<file path="config.mk">
export PLATFORM = sky130hd
export DESIGN_NAME = serial_subtractor_flat
export DESIGN_NICKNAME = d
export VERILOG_FILES = /design/src/rtl/serial_subtractor_if.sv /design/src/rtl/serial_subtractor.sv /design/src/flat_wrapper.sv
export SDC_FILE = /design/constraint.sdc
export NUM_CORES = 1
export LEC_CHECK = 0
export ABC_AREA = 1
export CELL_PAD_IN_SITES_DETAIL_PLACEMENT = 2
export CELL_PAD_IN_SITES_GLOBAL_PLACEMENT = 2
export CORE_MARGIN = 2
export CORE_UTILIZATION = 28
export DETAILED_ROUTE_END_ITERATION = 7
export GPL_TIMING_DRIVEN = 0
export PLACE_DENSITY_LB_ADDON = 0.1
export SYNTH_ARGS = -nofsm -noshare
export SYNTH_HDL_FRONTEND = slang
export SYNTH_SLANG_ARGS = --single-unit
</file>
<file path="constraint.sdc">
create_clock -name clk -period 1.7 [get_ports clk]
set_input_delay 0.255 -clock clk [delete_from_list [all_inputs] [get_ports clk]]
set_output_delay 0.255 -clock clk [all_outputs]
set_load 0.05 [all_outputs]
</file>
<file path="src/rtl/serial_subtractor_if.sv">
// Start/done handshake bundle for serial_subtractor.
// The ovf signal exists only when SERIAL_SUB_OVF_EN is defined.
interface serial_subtractor_if #(
    parameter int unsigned WIDTH = 8
);
    logic             start;
    logic [WIDTH-1:0] a;
    logic [WIDTH-1:0] b;
    logic             bin;
    logic             busy;
    logic             done;
    logic [WIDTH-1:0] diff;
    logic             bout;
`ifdef SERIAL_SUB_OVF_EN
    logic             ovf;

    modport master (output start, a, b, bin, input  busy, done, diff, bout, ovf);
    modport slave  (input  start, a, b, bin, output busy, done, diff, bout, ovf);
`else
    modport master (output start, a, b, bin, input  busy, done, diff, bout);
    modport slave  (input  start, a, b, bin, output busy, done, diff, bout);
`endif
endinterface

</file>
<file path="src/rtl/serial_subtractor.sv">
// Digit-serial WIDTH-bit subtractor: diff = a - b - bin, DIGIT bits per clock, LSB first.
// Define SERIAL_SUB_OVF_EN to add the two's-complement overflow output ovf.
module serial_subtractor #(
    parameter int unsigned WIDTH = 8,
    parameter int unsigned DIGIT = 1
) (
    input  logic               clk,
    input  logic               rst_n,
    serial_subtractor_if.slave sub
);

    localparam int unsigned N     = WIDTH / DIGIT;
    localparam int unsigned CNT_W = (N > 1) ? $clog2(N) : 1;

    typedef enum logic [1:0] {
        IDLE = 2'd0,
        RUN  = 2'd1,
        DONE = 2'd2
    } state_e;

    state_e           state_q, state_d;
    logic [WIDTH-1:0] a_q, a_d;
    logic [WIDTH-1:0] b_q, b_d;
    logic [WIDTH-1:0] acc_q, acc_d;
    logic [WIDTH-1:0] diff_q, diff_d;
    logic [CNT_W-1:0] cnt_q, cnt_d;
    logic             borrow_q, borrow_d;
    logic             bout_q, bout_d;
    logic             busy_q, busy_d;
    logic             done_q, done_d;

    logic [DIGIT:0]   dig_res;
    logic [WIDTH-1:0] acc_shift;
    logic             last_dig;

`ifdef SERIAL_SUB_OVF_EN
    logic a_msb_q, a_msb_d;
    logic b_msb_q, b_msb_d;
    logic ovf_q, ovf_d;
`endif

    // One digit of the borrow chain; the top bit is the digit borrow-out.
    always_comb begin
        dig_res   = {1'b0, a_q[DIGIT-1:0]} - {1'b0, b_q[DIGIT-1:0]} - (DIGIT+1)'(borrow_q);
        acc_shift = (acc_q >> DIGIT) | (WIDTH'(dig_res[DIGIT-1:0]) << (WIDTH - DIGIT));
        last_dig  = (cnt_q == CNT_W'(N - 1));
    end

    always_comb begin
        state_d  = state_q;
        a_d      = a_q;
        b_d      = b_q;
        acc_d    = acc_q;
        diff_d   = diff_q;
        cnt_d    = cnt_q;
        borrow_d = borrow_q;
        bout_d   = bout_q;
`ifdef SERIAL_SUB_OVF_EN
        a_msb_d  = a_msb_q;
        b_msb_d  = b_msb_q;
        ovf_d    = ovf_q;
`endif
        case (state_q)
            IDLE: begin
                if (sub.start) begin
                    a_d      = sub.a;
                    b_d      = sub.b;
                    borrow_d = sub.bin;
                    acc_d    = '0;
                    cnt_d    = '0;
`ifdef SERIAL_SUB_OVF_EN
                    a_msb_d  = sub.a[WIDTH-1];
                    b_msb_d  = sub.b[WIDTH-1];
`endif
                    state_d  = RUN;
                end
            end
            RUN: begin
                a_d      = a_q >> DIGIT;
                b_d      = b_q >> DIGIT;
                borrow_d = dig_res[DIGIT];
                acc_d    = acc_shift;
                cnt_d    = cnt_q + CNT_W'(1);
                // Results become visible only once the whole word is assembled.
                if (last_dig) begin
                    diff_d  = acc_shift;
                    bout_d  = dig_res[DIGIT];
                    cnt_d   = '0;
`ifdef SERIAL_SUB_OVF_EN
                    ovf_d   = (a_msb_q != b_msb_q) && (acc_shift[WIDTH-1] != a_msb_q);
`endif
                    state_d = DONE;
                end
            end
            DONE:    state_d = IDLE;
            default: state_d = IDLE;
        endcase
        busy_d = (state_d != IDLE);
        done_d = (state_d == DONE);
    end

    always_ff @(posedge clk or negedge rst_n) begin
        if (!rst_n) begin
            state_q  <= IDLE;
            a_q      <= '0;
            b_q      <= '0;
            acc_q    <= '0;
            diff_q   <= '0;
            cnt_q    <= '0;
            borrow_q <= 1'b0;
            bout_q   <= 1'b0;
            busy_q   <= 1'b0;
            done_q   <= 1'b0;
        end else begin
            state_q  <= state_d;
            a_q      <= a_d;
            b_q      <= b_d;
            acc_q    <= acc_d;
            diff_q   <= diff_d;
            cnt_q    <= cnt_d;
            borrow_q <= borrow_d;
            bout_q   <= bout_d;
            busy_q   <= busy_d;
            done_q   <= done_d;
        end
    end

`ifdef SERIAL_SUB_OVF_EN
    always_ff @(posedge clk or negedge rst_n) begin
        if (!rst_n) begin
            a_msb_q <= 1'b0;
            b_msb_q <= 1'b0;
            ovf_q   <= 1'b0;
        end else begin
            a_msb_q <= a_msb_d;
            b_msb_q <= b_msb_d;
            ovf_q   <= ovf_d;
        end
    end

    assign sub.ovf = ovf_q;
`endif

    assign sub.busy = busy_q;
    assign sub.done = done_q;
    assign sub.diff = diff_q;
    assign sub.bout = bout_q;

endmodule

</file>
<file path="src/flat_wrapper.sv">
// flat-port wrapper written by rule: the top's interface ports become plain ports
module serial_subtractor_flat 
#(
    parameter int unsigned WIDTH = 8,
    parameter int unsigned DIGIT = 1
)
  (clk, rst_n, sub_start, sub_a, sub_b, sub_bin, sub_busy, sub_done, sub_diff, sub_bout);
  serial_subtractor_if #(.WIDTH(WIDTH)) sub_i ();
  input  logic clk;
  input  logic rst_n;
  input wire logic [$bits(sub_i.start)-1:0] sub_start;
  input wire logic [$bits(sub_i.a)-1:0] sub_a;
  input wire logic [$bits(sub_i.b)-1:0] sub_b;
  input wire logic [$bits(sub_i.bin)-1:0] sub_bin;
  output wire logic [$bits(sub_i.busy)-1:0] sub_busy;
  output wire logic [$bits(sub_i.done)-1:0] sub_done;
  output wire logic [$bits(sub_i.diff)-1:0] sub_diff;
  output wire logic [$bits(sub_i.bout)-1:0] sub_bout;
  assign sub_i.start = sub_start;
  assign sub_i.a = sub_a;
  assign sub_i.b = sub_b;
  assign sub_i.bin = sub_bin;
  assign sub_busy = sub_i.busy;
  assign sub_done = sub_i.done;
  assign sub_diff = sub_i.diff;
  assign sub_bout = sub_i.bout;
  serial_subtractor #(.WIDTH(WIDTH), .DIGIT(DIGIT)) u_core (.clk(clk), .rst_n(rst_n), .sub(sub_i));
endmodule
</file>
* Yosys cells after proc, flatten, opt, wreduce, memory -nomap -nowiden
Index checks and enable logic that the tools add are counted.
** Storage, ports and cells
- Register bits :: 41
- Latch bits :: 0
- Bits in writable memories :: 0
- ROM bits :: 0
- Bits of input ports :: 20
- Output and inout bits :: 11
- Logic and storage cells :: 37
- Memories kept :: 0
** Operators by class
- Add/subtract/negate cells :: 3
- Multipliers :: 0
- Divide/modulo/power cells :: 0
- Magnitude comparators :: 0
- Equality and inequality tests :: 4
- Shifts and indexed selects :: 0
- Multiplexer cells :: 14
- Bitwise operators :: 1
- Reduce and logical (&&, ||, !) cells :: 5
** Operators with widths (number)
- $pmux W8 S2 :: 3
- $mux W8 :: 3
- $or A7 B8 Y8 :: 1
- $mux W3 :: 2
- $pmux W3 S2 :: 1
- $mux W2 :: 2
- $pmux W2 S2 :: 1
- $reduce_and A2 Y1 :: 2
- $reduce_bool A2 Y1 :: 2
- $add A3 B1 Y3 const B :: 1
- $eq A3 B3 Y1 const B :: 1
- $eq A2 B1 Y1 const B :: 1
- $eq A2 B2 Y1 const B :: 1
- $logic_not A2 Y1 :: 1
- $ne A2 B2 Y1 const B :: 1
- $pmux W1 S2 :: 1
- $sub A1 B1 Y2 :: 1
- $sub A2 B1 Y2 :: 1
- $mux W1 :: 1

* Depth between registers and ports, before layout
Gate-level depths: netlist of run 1.
- Depth after elaboration :: 4
- Depth in mapped cells :: 7
- Mapped depth without buffers :: 6

* Least setup slack after synthesis of run 1
Ideal clock, no wire load.
- Path kind :: reg2reg
- Start point :: register u_core.cnt_q[0]
- End point :: register u_core.diff_q[0] (netlist: u_core.sub.diff[0])
- Setup time :: 0.066 ns
- Arrival time :: 1.193 ns
- Slack :: 0.441 ns
- Cell stages (with the launch flop) :: 7
- Buffers on the path :: 1
- Clock period less this slack :: 1.259 ns
- Path through :: dfrtp_1 ha_1 ha_1 nand2_4 buf_2 nand2_1 nand2_1
** Between the ends
- Word-level cells in the longest chain between the ends :: 2
** RTL lines
- start, declared :: line serial_subtractor.sv:26 : logic [CNT_W-1:0] cnt_q, cnt_d;
- start signal, assigned :: line serial_subtractor.sv:120 : cnt_q <= cnt_d;
- $eq A3 B3 Y1 :: line serial_subtractor.sv:46 : last_dig = (cnt_q == CNT_W'(N - 1));
- $reduce_and A2 Y1 (no source line)
- end signal, assigned :: line serial_subtractor.sv:119 : diff_q <= diff_d;
- end, declared :: line serial_subtractor.sv:25 : logic [WIDTH-1:0] diff_q, diff_d;
No other way between the ends.
A chain may end at the register's enable or synchronous reset.

* Worst setup path in the final report of run 1
- Start point :: register u_core.diff_q[2] (netlist: u_core.sub.diff[2])
- End point :: output port sub_diff[2]
** RTL lines
- end, declared :: line flat_wrapper.sv:17 : output wire logic [$bits(sub_i.diff)-1:0] sub_diff;
No word-level cell between the ends.

==> results of run 1 <==
state kept, by name, summed over array words and instances (netlist names):
name             cells
u_core.sub.bout      1
u_core.sub.done      1
u_core.b_q           8
u_core.borrow_q      1
u_core.sub.diff      8
u_core.state_q       2
u_core.sub.busy      1
u_core.a_q           8
u_core.cnt_q         3
u_core.acc_q         7
per-layer routing:
layer  vias to the layer above  wire length [microns]  global-route usage (%)
met2                        22                   2276                   23.61
li1                        726                      -                       -
met1                       725                   2201                   19.45
met3                         2                    122                   3.264
met5                         -                      0                       0
met4                         0                     27                   3.959
logic make-up (layout without fill, tap and decap cells):
group,after synthesis,after routing,share of synthesized area [%]
flip-flops,40,40,56.62
AND/OR/NAND/NOR,121,121,27.88
AO/OA/AOI/OAI,19,19,6.015
adder cells (fa/ha/maj),3,3,2.548
buffers and inverters,27,67,6.935
power breakdown:
part,switching [mW],total (mW),internal (mW)
clock network,0.354,0.683,0.329
registers,0.216,1.58,1.37
logic,1.32,1.94,0.618
cell usage after synthesis:
cell type	number	share of area, %
nand2_1	101	21
dfrtp_1	40	57
nand3_1	17	4.8
inv_1	15	3.2
o21ai_0	9	2.5
o21ai_1	9	2.5
buf_2	5	1.4
inv_2	3	0.64
buf_4	2	0.85
ha_1	2	1.4
buf_6	1	0.64
clkbuf_1	1	0.21
fa_1	1	1.1
nand2_4	1	0.64
nand4_1	1	0.35
nor2_4	1	0.64
o21ai_4	1	0.92
worst reg2reg max path: cells and delay by family (launching register included):
kind                       cells  cell delay (ps)
adders and majority gates      2              430
and+or+nand+nor                3              300
DFF                            1              410
buffers and inverters          1              260
repair_timing:
action | in CTS | in global routing
endpoints found under the setup margin | 10 | 1
resized for setup | 10 | 1
hold buffers | 1 | 0
setup buffers | 0 | 0
endpoints found under the hold margin | 6 | 0
path summary, 6_finish.rpt:
kind	start	endpoint	depth (start not counted)
setup / recovery	u_core.sub.diff[2]	sub_diff[2]	1
hold / removal	rst_n	u_core.sub.done	2
setup reg to reg	u_core.cnt_q[0]	u_core.sub.diff[0]	6
hold reg to reg	u_core.b_q[0]	u_core.b_q[0]	2
max in group asynchronous	rst_n	u_core.a_q[4]	3
min in group clk	u_core.b_q[0]	u_core.b_q[0]	2
cell type report:
type / instances / area [sq um]
fill: 712 / 3751
sequential: 40 / 1001
multi-input combinational: 143 / 644.4
timing repair buffer: 32 / 315.3
tap: 75 / 93.84
clock buffer: 6 / 82.58
inverter: 18 / 67.56
buffer: 9 / 55.05
clock inverter: 2 / 15.01
per-stage QoR:
step	instances	cell area, sq um	utilization (%)
floorplan	210	1768	-
global placement	315	2162	35.88
detailed placement	316	2177	36.13
CTS	325	2272	37.71
global route	325	2275	37.75
finish	325	2275	37.75
==> key figures, run 1 <==
STA
  – Final setup TNS: 0 ps
  – Setup Skew: 12.69 ps
  – Period Utilization, post-route: 86.22%
  – Setup WS post-layout: 234.2 ps
  – Fin. max-slew vios: 0
  – Final min period: 1466 ps
  – RSZ-0062 raised after global routing: false
  – Slew headroom: 66.04%
  – Final Hold Vio Count: 0
  – Hold WS: 327.7 ps
  – Fmax: 682.2 MHz
  – Setup-failing EPs final: 0
  – Worst slew pin tran: 509.3 ps

Drt
  – WL/cell: 14.24 microns
  – DR vias: 1475
  – DRC violations left: 0
  – Post-route ant nets: 0
  – Initial DRC count: 49
  – Via density: 4.538
  – Drt pass-1 iters: 4
  – DRT Wirelength: 4628 microns

Critical path
  – WP data arrival: 1210 ps
  – Setup crit start kind: register
  – R2r setup slk: 250 ps
  – Critical path's slowest cell: dlygate4sd2_1
  – Worst EP required: 1440 ps
  – Crit path buf inv count: 1
  – Endpoint class of the critical path: primary output
  – Critical path type: register to primary output
  – Crit Path Max Fanout: 2
  – Cells along the critical path: dlygate4sd2_1
  – Crit path largest cell delay: 550 ps
  – Largest delay contributor family on the critical path: buffers and inverters

Clock tree
  – Worst-Skew Late Latency: 290 ps
  – H-tree level count: 2
  – CTS tree: yes
  – Reg clk slew, reported paths: 90 ps
  – CTS max path bufs: 2
  – Sink Count: 40
  – Root buffer cell: clkbuf_8
  – CTS Buf Count: 5

Finish
  – Most common cell after layout, fill and taps aside: nand2_1
  – Share of cells above drive strength 1: 9.600%
  – Antenna cells: 0
  – Most frequent cells in the layout: nand2_1, dfrtp_1, clkdlybuf4s50_1
  – Nets: 272
  – P&R area growth vs syn: 28.66%

Die
  – Die H: 83.46 microns
  – Initial core utilization: 29.34%
  – Die area: 0.006966 sq mm
  – Core area: 0.006026 sq mm
  – Row cnt: 28
  – Die boundary width: 83.46 microns
  – IO Pins: 31

Yosys
  – Synth unique cells: 17
  – Syn_area_per_cell: 8.419 sq um
  – Syn_nets: 233
  – Register area share after synthesis: 56.62%
  – Synthesized area: 0.001768 sq mm
  – Number of synthesized register bits: 40
  – Ys Warns: 0
  – Cells after Synth: 210

GRT
  – Total GRT Usage: 14.47%
  – First-pass GRT wire length: 7955 microns
  – Global route overflow: 0
  – Initial antenna violation count: 0
  – Pin count of the biggest net entering global routing: 35
  – Number of global-route vias before repair: 1580

Placed design
  – Placer Congestion: 0.6517
  – DP Worst Slack: 2.249 ps
  – IO buf count: 30
  – Post-DP HPWL: 3243 microns

Power
  – Power, Total: 4.204 mW
  – Power Density: 1848 mW/mm^2
  – Leakage: 1.195 nW
  – Peak VDD IR: 590.1 uV

Job
  – Maxcap violations: 0

Worst hold path
  – Worst hold-check path type: input pin to async pin

Status
  – Status: completed
No activity file was read; power rests on OpenSTA's default activity.
==> inputs of run 2 (changes only) <==
CORE_UTILIZATION = 30   (was 28)
==> key figures, run 2 (synthesized netlist as in run 1, its figures left out) <==
Power
  – Power Density: 1839 mW/mm^2 (was 1848 mW/mm^2)
  – Seq pwr share: 37.7% (was 37.6%)
  – P_sw: 1.831 mW (was 1.891 mW)
  – Int Power: 2.343 mW (was 2.313 mW)
  – Peak VDD IR: 640.2 uV (was 590.1 uV)
  – Leakage: 1.211 nW (was 1.195 nW)
  – Combinational power share: 45.9% (was 46.1%)
  – Power, Total: 4.175 mW (was 4.204 mW)
  – Clock Power Share: 16.4% (was 16.2%)
  – Sw frac: 43.86% (was 44.98%)

Finish
  – Antenna cells: 0 (unchanged)
  – Most frequent cells in the layout: nand2_1, dfrtp_1, clkdlybuf4s50_1 (unchanged)
  – Final core occ: 40.47% (was 37.75%)
  – Most common cell after layout, fill and taps aside: nand2_1 (unchanged)
  – Fin area: 0.002270 sq mm (was 0.002275 sq mm)
  – P&R area growth vs syn: 28.38% (was 28.66%)
  – Final std cells w/o fill: 321 (was 325)
  – Share of cells above drive strength 1: 9.237% (was 9.600%)
  – Nets: 272 (unchanged)

Worst hold path
  – Worst hold-check path type: input pin to async pin (unchanged)

Clock tree
  – Root buffer cell: clkbuf_8 (unchanged)
  – CTS tree: yes (unchanged)
  – Sink Count: 40 (unchanged)
  – H-tree level count: 2 (unchanged)
  – CTS Buf Count: 5 (unchanged)
  – Reg clk slew, reported paths: 80 ps (was 90 ps)
  – Worst-Skew Late Latency: 290 ps (about the same)
  – CTS max path bufs: 2 (unchanged)

Placed design
  – Post-Place Cells: 313 (was 316)
  – IO buf count: 30 (unchanged)
  – DP Worst Slack: 10.83 ps (was 2.249 ps)
  – Post-DP HPWL: 3133 microns (was 3243 microns)
  – Placer Congestion: 0.6601 (was 0.6517)
  – Placed inst area: 0.002173 sq mm (was 0.002177 sq mm)

Drt
  – DR vias: 1487 (was 1475)
  – Drt pass-1 iters: 4 (unchanged)
  – Via density: 4.632 (was 4.538)
  – Initial DRC count: 51 (was 49)
  – DRT Wirelength: 4461 microns (was 4628 microns)
  – Post-route ant nets: 0 (unchanged)
  – WL/cell: 13.90 microns (was 14.24 microns)
  – DRC violations left: 0 (unchanged)

Critical path
  – Worst EP required: 1930 ps (was 1440 ps)
  – Crit Path Max Fanout: 10 (was 2)
  – Critical path type: register to register (was register to primary output)
  – WP data arrival: 1680 ps (was 1210 ps)
  – Endpoint class of the critical path: register (was primary output)
  – Setup crit start kind: register (unchanged)

GRT
  – Initial antenna violation count: 0 (unchanged)
  – Grt peak-use layer: met2 (unchanged)
  – Number of global-route vias before repair: 1647 (was 1580)
  – Total GRT Usage: 15.90% (was 14.47%)
  – Global route overflow: 0 (unchanged)
  – Pin count of the biggest net entering global routing: 38 (was 35)
  – M1 GR Usage: 19.35% (was 19.45%)
  – First-pass GRT wire length: 7714 microns (was 7955 microns)
  – Met2 usage: 26.92% (was 23.61%)
  – Met3 usage: 3.667% (was 3.264%)

Die
  – IO Pins: 31 (unchanged)
  – Row cnt: 27 (was 28)
  – Die boundary width: 80.77 microns (was 83.46 microns)
  – Core area: 0.005608 sq mm (was 0.006026 sq mm)
  – Die H: 80.77 microns (was 83.46 microns)
  – Initial core utilization: 31.53% (was 29.34%)
  – Die area: 0.006523 sq mm (was 0.006966 sq mm)

STA
  – Setup Skew: 4.165 ps (was 12.69 ps)
  – Period Utilization, post-route: 84.90% (was 86.22%)
  – Final min period: 1443 ps (was 1466 ps)
  – Final Hold Vio Count: 0 (unchanged)
  – Worst slew pin tran: 503.3 ps (was 509.3 ps)
  – Setup-failing EPs final: 0 (unchanged)
  – Setup WS post-layout: 256.7 ps (was 234.2 ps)
  – Slew headroom: 66.39% (was 66.04%)
  – Fmax: 692.8 MHz (was 682.2 MHz)
  – Fin. max-slew vios: 0 (unchanged)
  – RSZ-0062 raised after global routing: false (unchanged)

Status
  – Status: completed (unchanged)

Job
  – Maxcap violations: 0 (unchanged)
run 2: area by class of cell:
type	instances	area (sq um)
well taps	72	90.09
fillers	657	3338
clock buffers	7	96.34
inverters	18	67.56
flip-flops and latches	40	1001
plain buffers	9	55.05
repair buffers	32	315.3
multi-input cells	143	644.4
run 2: worst paths after layout:
check                           startpoint                  to  slack [ps]  cells after the start
max                        u_core.cnt_q[0]  u_core.sub.diff[0]         260                      6
min                                  rst_n     u_core.sub.done         320                      2
max reg2reg                u_core.cnt_q[0]  u_core.sub.diff[0]         260                      6
min reg2reg                u_core.cnt_q[1]     u_core.cnt_q[1]         490                      2
max in group asynchronous            rst_n       u_core.a_q[3]         950                      3
min in group clk           u_core.cnt_q[1]     u_core.cnt_q[1]         490                      2
run 2: critical path, stage by stage, from the launching register on:
cell and delay, ps:
dfrtp_1 400, ha_1 210, ha_1 220, nand2_4 150
buf_2 260, nand2_1 80, nand2_1 70
run 2: power by group through the flow:
stage | clock network, mW | logic, mW | registers (mW)
after floorplan | 0 | 0.999 | 1.97
after global placement | 0 | 1.98 | 1.59
after detailed placement | 0 | 2.04 | 1.60
after CTS | 0.718 | 1.97 | 1.58
after global routing | 0.764 | 2.20 | 1.63
final | 0.684 | 1.92 | 1.57
run 2: what timing repair did:
item / 4_1_cts / 5_1_grt
gates resized for setup: 10 / 1
setup endpoints to repair: 10 / 1
setup buffers: 0 / 0
endpoints found under the hold margin: 3 / 0
hold buffers: 1 / 0
cloned: 0 / 0
run 2: per-layer routing:
layer	wire, microns	vias up
met5	0	-
met4	75	0
met3	152	6
met2	2199	23
met1	2034	735
li1	-	723
run 2: through the flow:
step	hold WS, ps	setup TNS [ps]
3_3_place_gp	463.5	-30370
6_report	324.2	0
2_1_floorplan	-40.59	0
5_1_grt	319.7	0
3_5_place_dp	83.53	0
4_1_cts	299.9	0
==> inputs of run 3 (changes only) <==
clock period = 1.4 ns   (was 1.7 ns; I/O delays follow)
==> key figures, run 3 (synthesized netlist as in run 1, its figures left out) <==
STA
  – Fmax: 739.9 MHz
  – Final Hold Vio Count: 0 (unchanged)
  – Final setup TNS: 0 ps (unchanged)
  – RSZ-0062 raised after global routing: false (unchanged)
  – Worst slew pin tran: 498.0 ps (was 503.3 ps)
  – Fin. max-slew vios: 0 (unchanged)
  – Setup Skew: 8.373 ps (was 4.165 ps)
  – Setup-failing EPs final: 0 (unchanged)
  – Final min period: 1352 ps
  – Period Utilization, post-route: 96.54%
  – Slew headroom: 66.93% (was 66.39%)

Job
  – Maxcap violations: 0 (unchanged)

Placed design
  – Post-Place Cells: 313 (unchanged)
  – Placed inst area: 0.002173 sq mm (unchanged)
  – IO buf count: 30 (unchanged)
  – Post-DP HPWL: 3133 microns (unchanged)
  – Placer Congestion: 0.6601 (unchanged)

GRT
  – Global route overflow: 0 (unchanged)
  – Grt peak-use layer: met2 (unchanged)
  – Met2 usage: 26.67% (was 26.92%)
  – Number of global-route vias before repair: 1645 (was 1647)
  – Pin count of the biggest net entering global routing: 38 (unchanged)
  – Met3 usage: 3.667% (unchanged)
  – Initial antenna violation count: 0 (unchanged)
  – M1 GR Usage: 19.28% (was 19.35%)
  – Total GRT Usage: 15.80% (was 15.90%)
  – First-pass GRT wire length: 7679 microns (was 7714 microns)

Finish
  – Most frequent cells in the layout: nand2_1, dfrtp_1, clkdlybuf4s50_1 (unchanged)
  – Share of cells above drive strength 1: 14.12% (was 9.237%)
  – Area of the multi-input gates: 644.4 sq um (unchanged)
  – Most common cell after layout, fill and taps aside: nand2_1 (unchanged)
  – Fin area: 0.002327 sq mm (was 0.002270 sq mm)
  – Register Area: 0.001001 sq mm (unchanged)
  – P&R area growth vs syn: 31.63% (was 28.38%)
  – Nets: 278 (was 272)
  – Final std cells w/o fill: 327 (was 321)
  – FILL cells: 653 (was 657)
  – Antenna cells: 0 (unchanged)

Drt
  – Initial DRC count: 60 (was 51)
  – WL/cell: 13.85 microns (was 13.90 microns)
  – Post-route ant nets: 0 (unchanged)
  – DR vias: 1500 (was 1487)
  – Drt pass-1 iters: 4 (unchanged)
  – DRC violations left: 0 (unchanged)
  – Via density: 4.587 (was 4.632)
  – DRT Wirelength: 4530 microns (was 4461 microns)

Power
  – P_sw: 2.269 mW (was 1.831 mW)
  – Power Density: 2223 mW/mm^2 (was 1839 mW/mm^2)
  – Leakage: 1.233 nW (was 1.211 nW)
  – Clock Power Share: 16.2% (was 16.4%)
  – Seq pwr share: 37.1% (was 37.7%)
  – Power, Total: 5.174 mW (was 4.175 mW)
  – Combinational power share: 46.7% (was 45.9%)
  – Int Power: 2.905 mW (was 2.343 mW)
  – Sw frac: 43.85% (was 43.86%)
  – Peak VDD IR: 810.9 uV (was 640.2 uV)

Worst hold path
  – Worst hold-check path type: input pin to async pin (unchanged)

Critical path
  – Critical path type: register to primary output (was register to register)
  – Critical path's slowest cell: clkdlybuf4s15_1 (was dfrtp_1)
  – Worst EP required: 1190 ps (was 1930 ps)
  – Endpoint class of the critical path: primary output (was register)
  – WP data arrival: 1140 ps (was 1680 ps)
  – Largest delay contributor family on the critical path: buffers and inverters (was adder cells)
  – Crit path largest cell delay: 490 ps (was 400 ps)
  – Setup crit start kind: register (unchanged)
  – Crit path buf inv count: 1 (unchanged)
  – R2r setup slk: 110 ps (was 260 ps)
  – R2r endpoint: u_core.sub.bout (was u_core.sub.diff[0])
  – R2r startpoint: u_core.cnt_q[0] (unchanged)
  – Cells along the critical path: clkdlybuf4s15_1 (was ha_1 > ha_1 > nand2_4 > buf_2 > nand2_1 > nand2_1)
  – Worst reg2reg path depth: 6 (unchanged)
  – Crit Path Max Fanout: 2 (was 10)

Die
  – Core area: 0.005608 sq mm (unchanged)
  – Die area: 0.006523 sq mm (unchanged)
  – Row cnt: 27 (unchanged)
  – IO Pins: 31 (unchanged)
  – Initial core utilization: 31.53% (unchanged)
  – Die H: 80.77 microns (unchanged)
  – Die boundary width: 80.77 microns (unchanged)

Clock tree
  – CTS tree: yes (unchanged)
  – Worst-Skew Late Latency: 300 ps (was 290 ps)
  – Root buffer cell: clkbuf_8 (unchanged)
  – Sink Count: 40 (unchanged)
  – CTS max path bufs: 2 (unchanged)
  – CTS Buf Count: 5 (unchanged)
  – Reg clk slew, reported paths: 80 ps (about the same)
  – H-tree level count: 2 (unchanged)

Status
  – Status: completed (unchanged)
==> run 3: cell types whose count changed in the layout (fill, tap and decap cells not counted), moves of 2 or more <==
cell / before / now
buf_4: 2 / 7
dlygate4sd2_1: 10 / 1
clkdlybuf4s15_1: 0 / 4
clkbuf_2: 0 / 7
buf_2: 6 / 4
buf_12: 1 / 3
==> run 3: per-layer routing <==
layer,part of all wire (%),vias up
met5,0,-
met4,1.7,0
met3,3.7,6
met2,48,27
met1,46,731
li1,-,736
==> run 3: final cells by class <==
cell class,count,area share [%]
plain buffers,8,2.312
clock buffers,7,4.140
inverters,18,3.011
multi-input cells,143,27.69
flip-flops and latches,40,43.01
well taps,72,3.871
repair buffers,39,15.97
==> run 3: worst max path at each step <==
stage,startpoint,to,slack [ps],cells after the start
after floorplan,u_core.cnt_q[0],u_core.sub.diff[0],140,6
after global placement,rst_n,u_core.b_q[5],-1020,1
after detailed placement,sub_start,u_core.b_q[6],-240,6
after CTS,u_core.sub.diff[0],sub_diff[0],0.8,1
after global routing,u_core.sub.diff[6],sub_diff[6],1,1
final,u_core.sub.diff[4],sub_diff[4],50,1
==> run 3: what timing repair did <==
item / in CTS / in global routing
gates resized for setup: 13 / 18
endpoints found under the setup margin: 30 / 22
setup buffers: 3 / 4
pin swaps: 1 / 1
hold buffers: 1 / 0
hold endpoints to repair: 40 / 0
==> run 3: power groups by stage <==
stage	clock [mW]	combinational (mW)	sequential (mW)
floorplan	0	1.21	2.39
global placement	0	2.41	1.93
detailed placement	0	2.48	1.95
CTS	0.872	2.43	1.92
global route	0.928	2.76	1.99
finish	0.840	2.41	1.92
==> run 3: through the flow <==
stage	worst slack (ps)	hold slack (ps)	utilization [%]
3_3_place_gp	-1017	463.5	38.49
6_report	48.46	272.3	41.50
3_5_place_dp	-244.2	38.53	38.76
4_1_cts	0.7628	254.9	40.76
5_1_grt	1.323	273.8	41.50
2_1_floorplan	140.7	-85.59	-
==> run 3: worst register-to-register path: stages, from the launching register on <==
cell and delay (ps):
dfrtp_1 400, ha_1 210, ha_1 220, nand2_4 130, buf_12 130, nand2_1 50
o21ai_1 80
